==> config.mk <==
export PLATFORM = sky130hd
export DESIGN_NAME = pipeline_stall_ctrl
export DESIGN_NICKNAME = d
export VERILOG_FILES = /design/src/rtl/pipeline_stall_ctrl.sv
export SDC_FILE = /design/constraint.sdc
export NUM_CORES = 1
export LEC_CHECK = 0
export ABC_AREA = 1
export BUFFER_PORTS_ARGS = -buffer_cell sky130_fd_sc_hd__buf_2
export CORE_UTILIZATION = 33
export CTS_BUF_LIST = sky130_fd_sc_hd__clkbuf_4 sky130_fd_sc_hd__clkbuf_8 sky130_fd_sc_hd__clkbuf_16
export CTS_CLUSTER_DIAMETER = 30
export DETAILED_ROUTE_END_ITERATION = 16
export MAX_ROUTING_LAYER = met4
export PLACE_DENSITY = 0.78
export SETUP_SLACK_MARGIN = 0.1
export SLEW_MARGIN = 20
export SYNTH_ARGS = -nofsm -noshare
export SYNTH_HDL_FRONTEND = slang
export SYNTH_SLANG_ARGS = --single-unit
==> constraint.sdc <==
create_clock -name clk -period 1.3 [get_ports clk]
set_clock_uncertainty 0.15 [all_clocks]
set_input_delay 0.13 -clock clk [delete_from_list [all_inputs] [get_ports clk]]
set_output_delay 0.13 -clock clk [all_outputs]
set_load 0.02 [all_outputs]
==> src/rtl/pipeline_stall_ctrl.sv <==
// Stall/bubble producer for load-use, cache-miss, indirect-access and branch-squash hazards.
// Optional saturating stall counter enabled by defining HAZARD_STALL_CNT_EN.
//
// state | meaning
// RUN   | normal operation
// IND2  | first access of an LDI/STI completed, waiting for the second
// DROP  | fetch in flight after a redirect is stale; discard its response
module pipeline_stall_ctrl #(
  parameter int REG_W = 3,
  parameter int CNT_W = 16
) (
  input  logic             clk,
  input  logic             rst_n,
  input  logic [REG_W-1:0] id_sr1,
  input  logic [REG_W-1:0] id_sr2,
  input  logic [REG_W-1:0] id_dest,
  input  logic             id_sr1_used,
  input  logic             id_sr2_used,
  input  logic             id_dest_used,
  input  logic [REG_W-1:0] ex_dest,
  input  logic             ex_reg_write,
  input  logic             ex_is_load,
  input  logic             mem_dmem_req,
  input  logic             mem_indirect,
  input  logic             dmem_resp,
  input  logic             imem_resp,
  input  logic             branch_taken,
  output logic             pc_load,
  output logic             if_id_load,
  output logic             id_ex_load,
  output logic             ex_mem_load,
  output logic             mem_wb_load,
  output logic             if_id_bubble,
  output logic             id_ex_bubble,
  output logic             ex_mem_bubble,
  output logic             mem_wb_bubble,
  output logic [CNT_W-1:0] stall_count
);

  typedef enum logic [1:0] {RUN = 2'd0, IND2 = 2'd1, DROP = 2'd2} state_t;

  state_t state, state_nxt;
  logic   dmem_stall;
  logic   load_use;

  assign dmem_stall = mem_dmem_req && (!dmem_resp || (mem_indirect && state != IND2));

  assign load_use = ex_is_load && ex_reg_write &&
                    ((id_sr1_used  && (id_sr1  == ex_dest)) ||
                     (id_sr2_used  && (id_sr2  == ex_dest)) ||
                     (id_dest_used && (id_dest == ex_dest)));

  always_ff @(posedge clk) begin
    if (!rst_n) state <= RUN;
    else        state <= state_nxt;
  end

  always_comb begin
    state_nxt = state;
    case (state)
      RUN: begin
        if (mem_dmem_req && mem_indirect && dmem_resp)
          state_nxt = IND2;
        else if (!dmem_stall && branch_taken && !imem_resp)
          state_nxt = DROP;
      end
      IND2: begin
        if (!dmem_stall && branch_taken && !imem_resp)
          state_nxt = DROP;
        else if (mem_dmem_req && dmem_resp)
          state_nxt = RUN;
      end
      DROP: begin
        // Any response here is the stale one; a new redirect with no response keeps waiting.
        if (!dmem_stall && imem_resp)
          state_nxt = RUN;
      end
      default: state_nxt = RUN;
    endcase
  end

  always_comb begin
    pc_load       = 1'b1;
    if_id_load    = 1'b1;
    id_ex_load    = 1'b1;
    ex_mem_load   = 1'b1;
    mem_wb_load   = 1'b1;
    if_id_bubble  = 1'b0;
    id_ex_bubble  = 1'b0;
    ex_mem_bubble = 1'b0;
    mem_wb_bubble = 1'b0;
    if (!rst_n) begin
      pc_load       = 1'b0;
      if_id_load    = 1'b0;
      id_ex_load    = 1'b0;
      ex_mem_load   = 1'b0;
      mem_wb_load   = 1'b0;
      if_id_bubble  = 1'b1;
      id_ex_bubble  = 1'b1;
      ex_mem_bubble = 1'b1;
      mem_wb_bubble = 1'b1;
    end else if (dmem_stall) begin
      pc_load       = 1'b0;
      if_id_load    = 1'b0;
      id_ex_load    = 1'b0;
      ex_mem_load   = 1'b0;
      mem_wb_bubble = 1'b1;
    end else if (branch_taken) begin
      if_id_bubble  = 1'b1;
      id_ex_bubble  = 1'b1;
      ex_mem_bubble = 1'b1;
    end else if (load_use || !imem_resp) begin
      pc_load      = 1'b0;
      if_id_load   = 1'b0;
      id_ex_bubble = 1'b1;
    end else if (state == DROP) begin
      if_id_bubble = 1'b1;
    end
  end

`ifdef HAZARD_STALL_CNT_EN
  logic [CNT_W-1:0] cnt;

  always_ff @(posedge clk) begin
    if (!rst_n)
      cnt <= '0;
    else if (!pc_load && (cnt != {CNT_W{1'b1}}))
      cnt <= cnt + 1'b1;
  end

  assign stall_count = cnt;
`else
  assign stall_count = '0;
`endif

endmodule

# After elaboration in Yosys (flattened, before gate mapping)
# Index checks and enable logic that the tools add are counted.
# W data, S select, Z words.
[totals] reg_bits=2 wordCells=59 out_inout_bits=25 inputBits=24
[classes] n_reduce_logical=22 n_eq_ne=9 muxes=27
[op_table] operator="$mux W1" count=21
[op_table] operator="$logic_and A1 B1 Y1" count=13
[op_table] operator="$mux W2" count=5
[op_table] operator="$eq A3 B3 Y1" count=3
[op_table] operator="$ne A3 B3 Y1 const B" count=2
[op_table] operator="$pmux W2 S3" count=1
[op_table] operator="$logic_or A1 B1 Y1" count=4
[op_table] operator="$logic_not A1 Y1" count=3
[op_table] operator="$reduce_and A3 Y1" count=1
[op_table] operator="$eq A2 B1 Y1 const B" count=1
[op_table] operator="$eq A2 B2 Y1 const B" count=1
[op_table] operator="$logic_not A2 Y1" count=1
[op_table] operator="$ne A2 B1 Y1 const B" count=1
[op_table] operator="$ne A2 B2 Y1 const B" count=1

# Logic depth before layout (Yosys ltp)
[logic_depth] word_depth=10 ltp_mapped=11 depth_no_buf=11

# Worst setup path before layout
# Ideal clock, no wire load.
[synth_path] path_type="flip-flop to output port" startpoint="register state[0]" endpoint="output pc_load" t_required_ns=1.020 path_buffers=1 arrival_ns=1.408 slack_ns=-0.388 stages_incl_launch_ff=10 path_cell_list="dfxtp_1 nand2_2 nand2_1 nand2_1 nand2_2 inv_2 nor2_1 nand2_1 a21oi_1 buf_4"
[synth_via] elab_chain_cells=6
[synth_lines] item="start: declaration" line="42" rtl="state_t state, state_nxt;"
[synth_lines] item="start signal: assignment" line="55" rtl="else state <= state_nxt;"
[synth_lines] item="$ne A2 B1 Y1" line="46" rtl="assign dmem_stall = mem_dmem_req && (!dmem_resp || (mem_indirect && state != IND2));"
[synth_lines] item="$logic_and A1 B1 Y1" line="46"
[synth_lines] item="$logic_or A1 B1 Y1" line="46"
[synth_lines] item="$logic_and A1 B1 Y1" line="46"
[synth_lines] item="$mux W1 (2 in a row)"
[synth_lines] item="end: declaration" line="28" rtl="output logic pc_load,"
# No other way between the ends.

# Final worst setup path
[layout_path] startpoint="register state[1]" endpoint="output if_id_bubble"
[layout_via] elab_chain_cells=6 word_cells_on_any_way=10 classes_between="2 x eq/ne; 5 x mux; 3 x reduce/logical"
[layout_lines] item="$eq A2 B2 Y1 or $ne A2 B1 Y1 (tied branches)" line="116, 46"
[layout_lines] item="$mux W1 or $logic_and A1 B1 Y1 (tied branches)" line="116, 46"
[layout_lines] item="$mux W1 or $logic_or A1 B1 Y1 (tied branches)" line="112, 46"
[layout_lines] item="$mux W1 or $logic_and A1 B1 Y1 (tied branches)" line="108, 46"
[layout_lines] item="$mux W1 (*)" line="102" rtl="end else if (dmem_stall) begin"
[layout_lines] item="$mux W1 (*)" line="92" rtl="if (!rst_n) begin"
[layout_lines] item="end: declaration" line="33" rtl="output logic if_id_bubble,"
# Mark *: on every way between the ends. The rest lies on a longest branch, timed or not.

==> impl_metrics.toml <==
[status]
status = "complete, but fails checks"
violations = "setup timing"

[logic_synthesis]
synth_area_sq_um = 563
synth.yosys.seq_area_share = 0.0711
synth_cells = 113
avgSynthCellArea_sq_um = 4.98
yosys_warnings = 0
synth-seq-cells = 2
synthDistinctLibCells = 15

[finish]
highest_count_cells_in_the_layout_ignoring_fill_and_taps = "34 x nand2_1, 24 x buf_2, 16 x conb_1"
n_fill_cell = 148
mostFrequentLayoutCell = "nand2_1"
seq_area_sq_um = 42.5
synthToLayoutAreaGrowth_pct = 59.1
largest_register_ff_count = 2
design.final.nets = 178
post_route_cells_drive_above_1_share = 0.493
final_area_sq_um = 896
largest_register = "state"
num_antenna_cells = 0
fin_cells = 168
largest_registers = "state x2"
multi_input_comb_area_sq_um = 469

[route]
dr.first_iter.drc_count = 10
drt_first_pass_iters = 4
drtAntennaViolNets = 0
routed_wl_microns = 1700
wl_per_cell_microns = 10.1
post_drt_via_cell_ratio = 4.38
num_vias = 736
post-route-drc-count = 0

[global_route]
global_route_wire_length_before_repair_microns = 2350
vias_in_the_first_global_route = 634
grt_util_all_layers = 0.167
grt_antenna_before_repair = 0
grt_remaining_overflow = 0
pin_count_of_the_biggest_net_entering_global_routing = 7

[sta]
clock.fmax_ghz = 0.612
rsz0062_at_grt = "true"
finalMaxSlewViolations = 0
timing.final.hold_violations = 0
post_route_setup_tns_ns = -2.49
report.final.setup_viol = 9
worst_hold_slack_ns = 0.0623
min_period_over_period = 1.26
post-route-min-period_ns = 1.63
final.setup.worst_slack_ns = -0.335

[setup_path]
critPathSlowestCell = "dfxtp_2"
timing.critical_path.arrival_ns = 1.35
worstRegToRegCells = 11
worstPathCellList = "inv_2, nand2_2, nand2_2, nand2_2, nand2_4, inv_2, nor2_2, nand2_2, nand2_2, nand2_2, nand2_2, buf_6"
startpoint_of_the_worst_slack_reg_to_reg_timing_path = "state[1]"
timing.rr.end = "state[1]"
end_kind = "output pin"
worstPathMaxFanout = 3
start_kind = "flip-flop"
worst-r2r-setup-slack_ns = -0.08
worstPathBufferInverterCount = 3
critPathKind = "flip-flop to output pin"
worst_path_dominant_cell_family = "simple AND/OR/NAND/NOR gates"
critical_path_required_ns = 1.02
cp_slowest_stage_delay_ns = 0.32
crit_path_frequent_cell = "nand2_2"

[placed_design]
dpl_cell_area_sq_um = 711
placement.io_buffers = 32
gp_congestion = 0.806
placedCellCount = 161
hpwlAfterDp_microns = 1170
preCtsSetupSlack_ns = -0.184

[cts]
tritoncts = "built"
cts_max_level = 1
clockBufferDepth = 2
clock_latency_reported_for_the_late_side_of_the_worst_skew_pair_ns = 0.22
cts.clk_slew.worst_paths_ns = 0.03
cts.sink_count = 2
clk_root_buffer_cell = "clkbuf_4"
cts.hold.buffers_added = 0
tritoncts_buffer_count = 3

[worst_hold_path]
worst_hold_path_type = "input pin to flip-flop"
hold_path.startpoint = "rst_n"
timing.hold.worst_path_depth = 3
hold_path_end = "state[1]"

[job]
maxCapViolations = 0

[die]
initial_standard_cell_utilization_of_the_core = 0.365
boundaryPins = 49
floorplan.die.height_microns = 43.3
row_count = 14
design.die.area_sq_um = 1880
placeable_core_region_sq_um = 1540
die_x_microns = 43.3

[power]
vdd_drop_max_mv = 0.465
power.density_nw_per_um2 = 641
p_leak_nw = 0.555
worst max-delay path by stage:
stage | depth (start not counted) | slack (ns) | from | to
finish | 12 | -0.33 | state[1] | if_id_bubble
global route | 12 | -0.42 | state[1] | if_id_bubble
CTS | 10 | -0.34 | state[1] | if_id_load
detailed placement | 12 | -0.18 | state[1] | if_id_bubble
global placement | 12 | -0.11 | state[1] | if_id_bubble
floorplan | 10 | -0.18 | state[1] | pc_load
cells in the mapped netlist:
master | number | area, sq um
o21ai_1 | 2 | 10.0
a21oi_1 | 2 | 10.0
nor2_1 | 14 | 52.6
nor2_2 | 1 | 6.26
nand2_1 | 44 | 165
o21ai_0 | 1 | 5.00
nand3_2 | 2 | 20.0
dfxtp_1 | 2 | 40.0
nand2_2 | 3 | 18.8
inv_2 | 3 | 11.3
nand3_1 | 3 | 15.0
conb_1 | 1 | 3.75
or2_2 | 1 | 6.26
buf_4 | 19 | 143
inv_1 | 15 | 56.3
tightest hold or removal path, cell delays in order:
cell     delay (ns)
buf_2          0.14
nand2_1        0.08
nor2_1         0.04
power by group:
part	total (mW)	switching, mW	leakage (nW)	internal [mW]
sequential	0.0731	0.00445	0.0172	0.0687
combinational	0.370	0.222	0.524	0.148
clock	0.131	0.0297	0.0138	0.101
total	0.574	0.257	0.555	0.318
cell type report:
cell class,count,area share
Tap cell,16,0.0223
Inverter,18,0.0754
Timing Repair Buffer,40,0.306
Multi-Input combinational cell,89,0.524
Clock buffer,3,0.0251
Sequential cell,2,0.0475
kinds of logic after synthesis:
logic type / after synthesis / share of synthesized area
AO/OA/AOI/OAI: 5 / 0.0444
flip-flops: 2 / 0.0711
other: 1 / 0.00666
AND/OR/NAND/NOR: 68 / 0.504
buffers and inverters: 37 / 0.373
metrics by stage:
stage | power [mW] | util
6_report | 0.574 | 0.581
5_1_grt | 0.621 | 0.581
4_1_cts | 0.530 | 0.532
3_5_place_dp | 0.347 | 0.461
3_3_place_gp | 0.339 | 0.461
2_1_floorplan | 0.303 | -
repair_timing:
item | in CTS | in global routing
pin swaps | 5 | 9
endpoints found under the setup margin | 10 | 10
setup buffers | 3 | 3
gates cloned | 0 | 0
resized for setup | 21 | 17
layer usage:
layer | vias to the layer above | track usage | wire (microns) | part of all wire
li1 | 377 | - | - | -
met1 | 330 | 0.183 | 663 | 0.39
met2 | 27 | 0.301 | 947 | 0.56
met3 | 2 | 0.0128 | 71 | 0.042
met4 | 0 | 0.0727 | 19 | 0.011
met5 | - | - | 0 | 0
Power figures use the tool's default switching activity.
